<file path="src/rtl/cpu_defs_pkg.sv">
// Shared definitions for the 8-bit RISC CPU: default widths, the opcode
// encoding and a decode helper used by controller, datapath and benches.
package cpu_defs;

    localparam int DWIDTH = 8;
    localparam int AWIDTH = 5;
    localparam int OPW    = 3;

    typedef enum logic [OPW-1:0] {
        OP_HLT = 3'b000,
        OP_SKZ = 3'b001,
        OP_ADD = 3'b010,
        OP_AND = 3'b011,
        OP_XOR = 3'b100,
        OP_LDA = 3'b101,
        OP_STO = 3'b110,
        OP_JMP = 3'b111
    } opcode_t;

    // Opcodes whose ALU result depends on the memory operand.
    function automatic logic reads_operand(input logic [OPW-1:0] op);
        return (op == OP_ADD) || (op == OP_AND) || (op == OP_XOR) || (op == OP_LDA);
    endfunction

endpackage

</file>
<file path="src/rtl/cpu_alu.sv">
// Combinational ALU: accumulator (a) combined with memory operand (b).
// Any opcode that is not an arithmetic/logic/load op passes a through.
module cpu_alu
    import cpu_defs::*;
#(
    parameter int DWIDTH = cpu_defs::DWIDTH,
    parameter int OPW    = cpu_defs::OPW
) (
    input  logic [OPW-1:0]    opcode,
    input  logic [DWIDTH-1:0] a,
    input  logic [DWIDTH-1:0] b,
    output logic [DWIDTH-1:0] result
);

    always_comb begin
        result = a;
        case (opcode)
            OP_ADD:  result = a + b;
            OP_AND:  result = a & b;
            OP_XOR:  result = a ^ b;
            OP_LDA:  result = b;
            default: result = a;
        endcase
    end

endmodule

</file>
<file path="src/rtl/cpu_datapath.sv">
// Execution datapath of the 8-bit RISC CPU: PC, IR and accumulator driven by
// the controller strobes, plus the memory port and a sticky protocol-error flag.
module cpu_datapath
    import cpu_defs::*;
#(
    parameter int DWIDTH = cpu_defs::DWIDTH,
    parameter int AWIDTH = cpu_defs::AWIDTH,
    parameter int OPW    = cpu_defs::OPW
) (
    input  logic              clk,
    input  logic              rst,
    input  logic              inc_pc,
    input  logic              ld_pc,
    input  logic              sel,
    input  logic              rd,
    input  logic              wr,
    input  logic              ld_ir,
    input  logic              ld_ac,
    input  logic              data_e,
    input  logic [DWIDTH-1:0] mem_rdata,
    output logic [AWIDTH-1:0] mem_addr,
    output logic [DWIDTH-1:0] mem_wdata,
    output logic              mem_we,
    output logic              mem_re,
    output logic [OPW-1:0]    opcode,
    output logic              is_zero,
    output logic [AWIDTH-1:0] pc_q,
    output logic              bus_err
);

    logic [AWIDTH-1:0] pc;
    logic [DWIDTH-1:0] ir;
    logic [DWIDTH-1:0] ac;
    logic [DWIDTH-1:0] alu_result;
    logic              bus_fault;

    assign opcode    = ir[DWIDTH-1 -: OPW];
    assign mem_addr  = sel ? pc : ir[AWIDTH-1:0];
    assign mem_wdata = data_e ? ac : '0;
    assign mem_we    = wr;
    assign mem_re    = rd;
    assign is_zero   = (ac == '0);
    assign pc_q      = pc;

    cpu_alu #(
        .DWIDTH (DWIDTH),
        .OPW    (OPW)
    ) u_alu (
        .opcode (opcode),
        .a      (ac),
        .b      (mem_rdata),
        .result (alu_result)
    );

    // Strobe combinations that can only come from a broken controller.
    always_comb begin
        bus_fault = (rd && wr)
                 || (wr && !data_e)
                 || (ld_ir && !rd)
                 || (ld_ac && !rd && reads_operand(opcode));
    end

    always_ff @(posedge clk) begin
        if (!rst) begin
            pc      <= '0;
            ir      <= '0;
            ac      <= '0;
            bus_err <= 1'b0;
        end else begin
            if (ld_pc) begin
                pc <= ir[AWIDTH-1:0];
            end else if (inc_pc) begin
                pc <= pc + AWIDTH'(1);
            end
            if (ld_ir) begin
                ir <= mem_rdata;
            end
            // ALU decode sees the old IR even when ld_ir fires in the same cycle.
            if (ld_ac) begin
                ac <= alu_result;
            end
            if (bus_fault) begin
                bus_err <= 1'b1;
            end
        end
    end

endmodule

</file>
<file path="config.mk">
export PLATFORM = sky130hd
export DESIGN_NAME = cpu_datapath
export DESIGN_NICKNAME = d
export VERILOG_FILES = /design/src/rtl/cpu_defs_pkg.sv /design/src/rtl/cpu_alu.sv /design/src/rtl/cpu_datapath.sv
export SDC_FILE = /design/constraint.sdc
export NUM_CORES = 1
export LEC_CHECK = 0
export BUFFER_PORTS_ARGS = -buffer_cell sky130_fd_sc_hd__clkbuf_2
export CORE_MARGIN = 2
export CORE_UTILIZATION = 44
export CTS_CLUSTER_DIAMETER = 150
export DETAILED_ROUTE_END_ITERATION = 10
export GPL_TIMING_DRIVEN = 0
export PLACE_DENSITY = 0.7
export SYNTH_ARGS = -nofsm -noshare
export SYNTH_HDL_FRONTEND = slang
export SYNTH_HIERARCHICAL = 1
export SYNTH_SLANG_ARGS = --single-unit
</file>
<file path="constraint.sdc">
create_clock -name clk -period 2.4 [get_ports clk]
set_input_delay 0.72 -clock clk [delete_from_list [all_inputs] [get_ports clk]]
set_output_delay 0.72 -clock clk [all_outputs]
set_load 0.02 [all_outputs]
</file>
==> flow_summary.json <==
{
  "status": "completed",
  "antenna_found_initial": 0,
  "critPathMaxFanout": 3,
  "rsz0062_at_grt": "no",
  "n_fill_cell": 383,
  "finalSetupViolations": 0,
  "drtIter0Drc": 105,
  "critPathBufInv": 1,
  "dieWidth_um": 67.0,
  "antennaDiodeCount": 0,
  "remaining_drc_errors": 0,
  "detail-route-antenna-nets": 0,
  "port_buffers": 40,
  "syn_inst": 216,
  "grt_pass1_wl_mm": 6.68,
  "grt_max_degree": 14,
  "synth_area_leaders": "dfxtp_1, mux2i_1, nor2b_1",
  "end_kind": "register",
  "synth-main-ff-cell": "dfxtp_1",
  "async_flop_share_pct": 0,
  "grt_use_total_pct": 20.0,
  "p_leak_nw": 0.944,
  "cts_buffers": 3,
  "cp_cell_sequence": "clkbuf_2, ha_1, fa_1, a211oi_2, o21bai_1, a21oi_1, xor2_1, o21ai_0, mux2i_1, nor2b_1",
  "cts.sinks": 22,
  "yosysSeqAreaShare_pct": 25.2,
  "postCtsHoldBufs": 0,
  "ys_ff_latch": 22,
  "wl_per_cell_um": 13.6,
  "fmax_mhz": 433,
  "grt.overflow.total": 0,
  "post_cts_buffers": 0,
  "syn_nets": 244,
  "start_util_pct": 46.6,
  "routabilityCongestion": 0.878,
  "coreArea_sq_um": 3740,
  "timing.final.hold_violations": 0,
  "maxSlewViolCount": 0,
  "cts_max_path_buffers": 2,
  "synth_top_area_share_pct": 25.2,
  "ir_drop_uv": 225,
  "yosys.area.top_type": "dfxtp_1",
  "rows": 22,
  "syn_area_sq_um": 1750,
  "ioPinCount": 43,
  "critPathKind": "primary input to register",
  "tns_ns": 0,
  "cpLargestDelayFamily": "adder cells",
  "tightestPinTransition_ns": 0.490,
  "dpl.hpwl_mm": 3.09,
  "worst_hold_slack_ns": 0.555,
  "timing.final.crit_share_pct": 96.1,
  "final_layout_size_suffix_gt1_share_pct": 25.4,
  "avgViaCountPerCell": 5.39,
  "skew_ns": 0.00295,
  "die_y_um": 67.0,
  "synth_cell_type_count": 35,
  "drt-pass1-iter-count": 4,
  "cp.arrival_ns": 2.48,
  "clkTransAtPathRegs_ns": 0.09,
  "hold_path.class": "register to register",
  "cp_data_required_time_ns": 2.57,
  "ys_warn_count": 6,
  "cts_tree": "done",
  "synth-edff-count": 0,
  "die_area_sq_um": 4490,
  "max_stage_delay_ns": 0.45,
  "slowest_stage": "fa_1",
  "ctsHtreeMaxLevel": 1,
  "routed_wl_mm": 4.18,
  "cts_root_buffer": "clkbuf_8",
  "powerDensity_nw_per_um2": 528,
  "fin_crit_ns": 2.31,
  "maxSlewHeadroom_pct": 67.3,
  "cts_resized": 0,
  "max_cap_violations": 0,
  "grt_pass1_vias": 1444,
  "clk_latency_ns": 0.27,
  "routed-via-count": 1660,
  "areaGrowthSynthToFinish_pct": 19.3,
  "cp-start-kind": "primary input",
  "nNetsFinal": 289,
  "synth.avg_cell_area_sq_um": 8.08
}
-- area by class of cell --
type	instances	area (sq um)	share of cell area (%)
Inverter	3	11.3	0.541
Clock buffer	3	41.3	1.98
Clock inverter	1	30.0	1.44
Tap cell	48	60.1	2.88
Timing Repair Buffer	40	200	9.62
Sequential cell	22	440	21.2
Buffer	16	86.3	4.15
Multi-Input combinational cell	175	1210	58.2
-- through the flow --
stage                     setup WS (ns)  area, sq um  cells  total power, mW  utilization (%)
after floorplan                   0.100         1750    216            0.654                -
after CTS                        0.0511         2080    308             1.11             55.5
after global routing            0.00593         2080    308             1.16             55.6
after detailed placement         -0.202         2010    304            0.747             53.6
final                            0.0931         2080    308             1.10             55.6
after global placement           -0.183         2010    304            0.742             53.6
-- worst reg2reg max path, stage by stage (launching register included) --
cell and delay [ns]:
dfxtp_1 0.36, ha_1 0.28, fa_1 0.45, a211oi_2 0.23, o21bai_1 0.10, a21oi_1 0.19, xor2_1 0.16, o21ai_0 0.09
mux2i_1 0.13, nor2b_1 0.06
-- per-layer routing --
layer / wire length, um / GRT usage [%] / vias to the layer above
met5: 0 / 0 / -
met2: 2010 / 34.9 / 44
met3: 184 / 2.03 / 5
met1: 1920 / 25.0 / 770
met4: 68 / 7.65 / 0
li1: - / - / 841
-- synth_stat cells (all sizes together) (7+ instances only) --
cell type,number
xor2,7
a21oi,15
nand2,20
buf,11
ha,9
nor2b,19
nor2,13
mux2i,25
dfxtp,22
and2,10
o21ai,23
-- power by group --
group,total [mW],switching (mW),internal [mW]
Clock,0.358,0.135,0.223
Combinational,0.324,0.182,0.142
Sequential,0.418,0.0295,0.388
Total,1.10,0.346,0.754
-- worst paths after layout --
| path | startpoint | to | slack, ns | cells after the start |
|---|---|---|---|---|
| worst max-delay path | mem_rdata[0] | ac[6] | 0.09 | 10 |
| worst max register to register | ac[0] | ac[6] | 0.25 | 9 |
| worst min-delay path | ir[3] | ir[3] | 0.55 | 2 |
| worst min register to register | ir[3] | ir[3] | 0.55 | 2 |
-- flip-flops by register name, indices dropped and copies added (netlist names) --
name / flops
ac: 8
bus_err: 1
ir: 8
pc_q: 5
-- cell usage in the layout, fill, tap and decap left out --
cell type	netlist	final
buf_4	5	5
o31ai_2	1	1
or4_1	2	2
nor3_1	2	2
nand2_1	20	20
a211oi_2	1	2
nand3_1	2	2
xnor2_1	3	3
o31ai_1	1	1
o221ai_1	1	1
a21oi_1	15	15
inv_1	3	3
nor2_1	13	13
and2_1	9	9
o21ai_0	22	22
a211oi_1	2	1
clkbuf_2	0	40
clkbuf_1	5	5
o21ai_1	1	1
clkbuf_8	0	3
fa_1	1	1
a21o_2	1	1
nor2b_1	19	19
o311a_1	1	1
or3b_2	1	1
xor2_1	7	7
bufinv_16	0	1
and2_2	1	1
mux2_2	5	5
nand4_1	2	2
o21bai_1	2	2
a31oi_1	3	3
o22ai_1	1	1
ha_1	9	9
buf_2	6	6
mux2i_1	25	25
dfxtp_1	22	22
nand2b_1	2	2
-- cell families (layout without fill, tap and decap cells) --
family	count (synthesis)	in the layout	synth area share [%]
AO/OA/AOI/OAI	52	52	17.5
buffers and inverters	19	63	5.59
multiplexers	30	30	17.6
XOR/XNOR	10	10	5.02
adder cells (fa/ha/maj)	10	10	7.60
AND/OR/NAND/NOR	73	73	21.5
flip-flops	22	22	25.2
(Power assumes the default switching activity.)
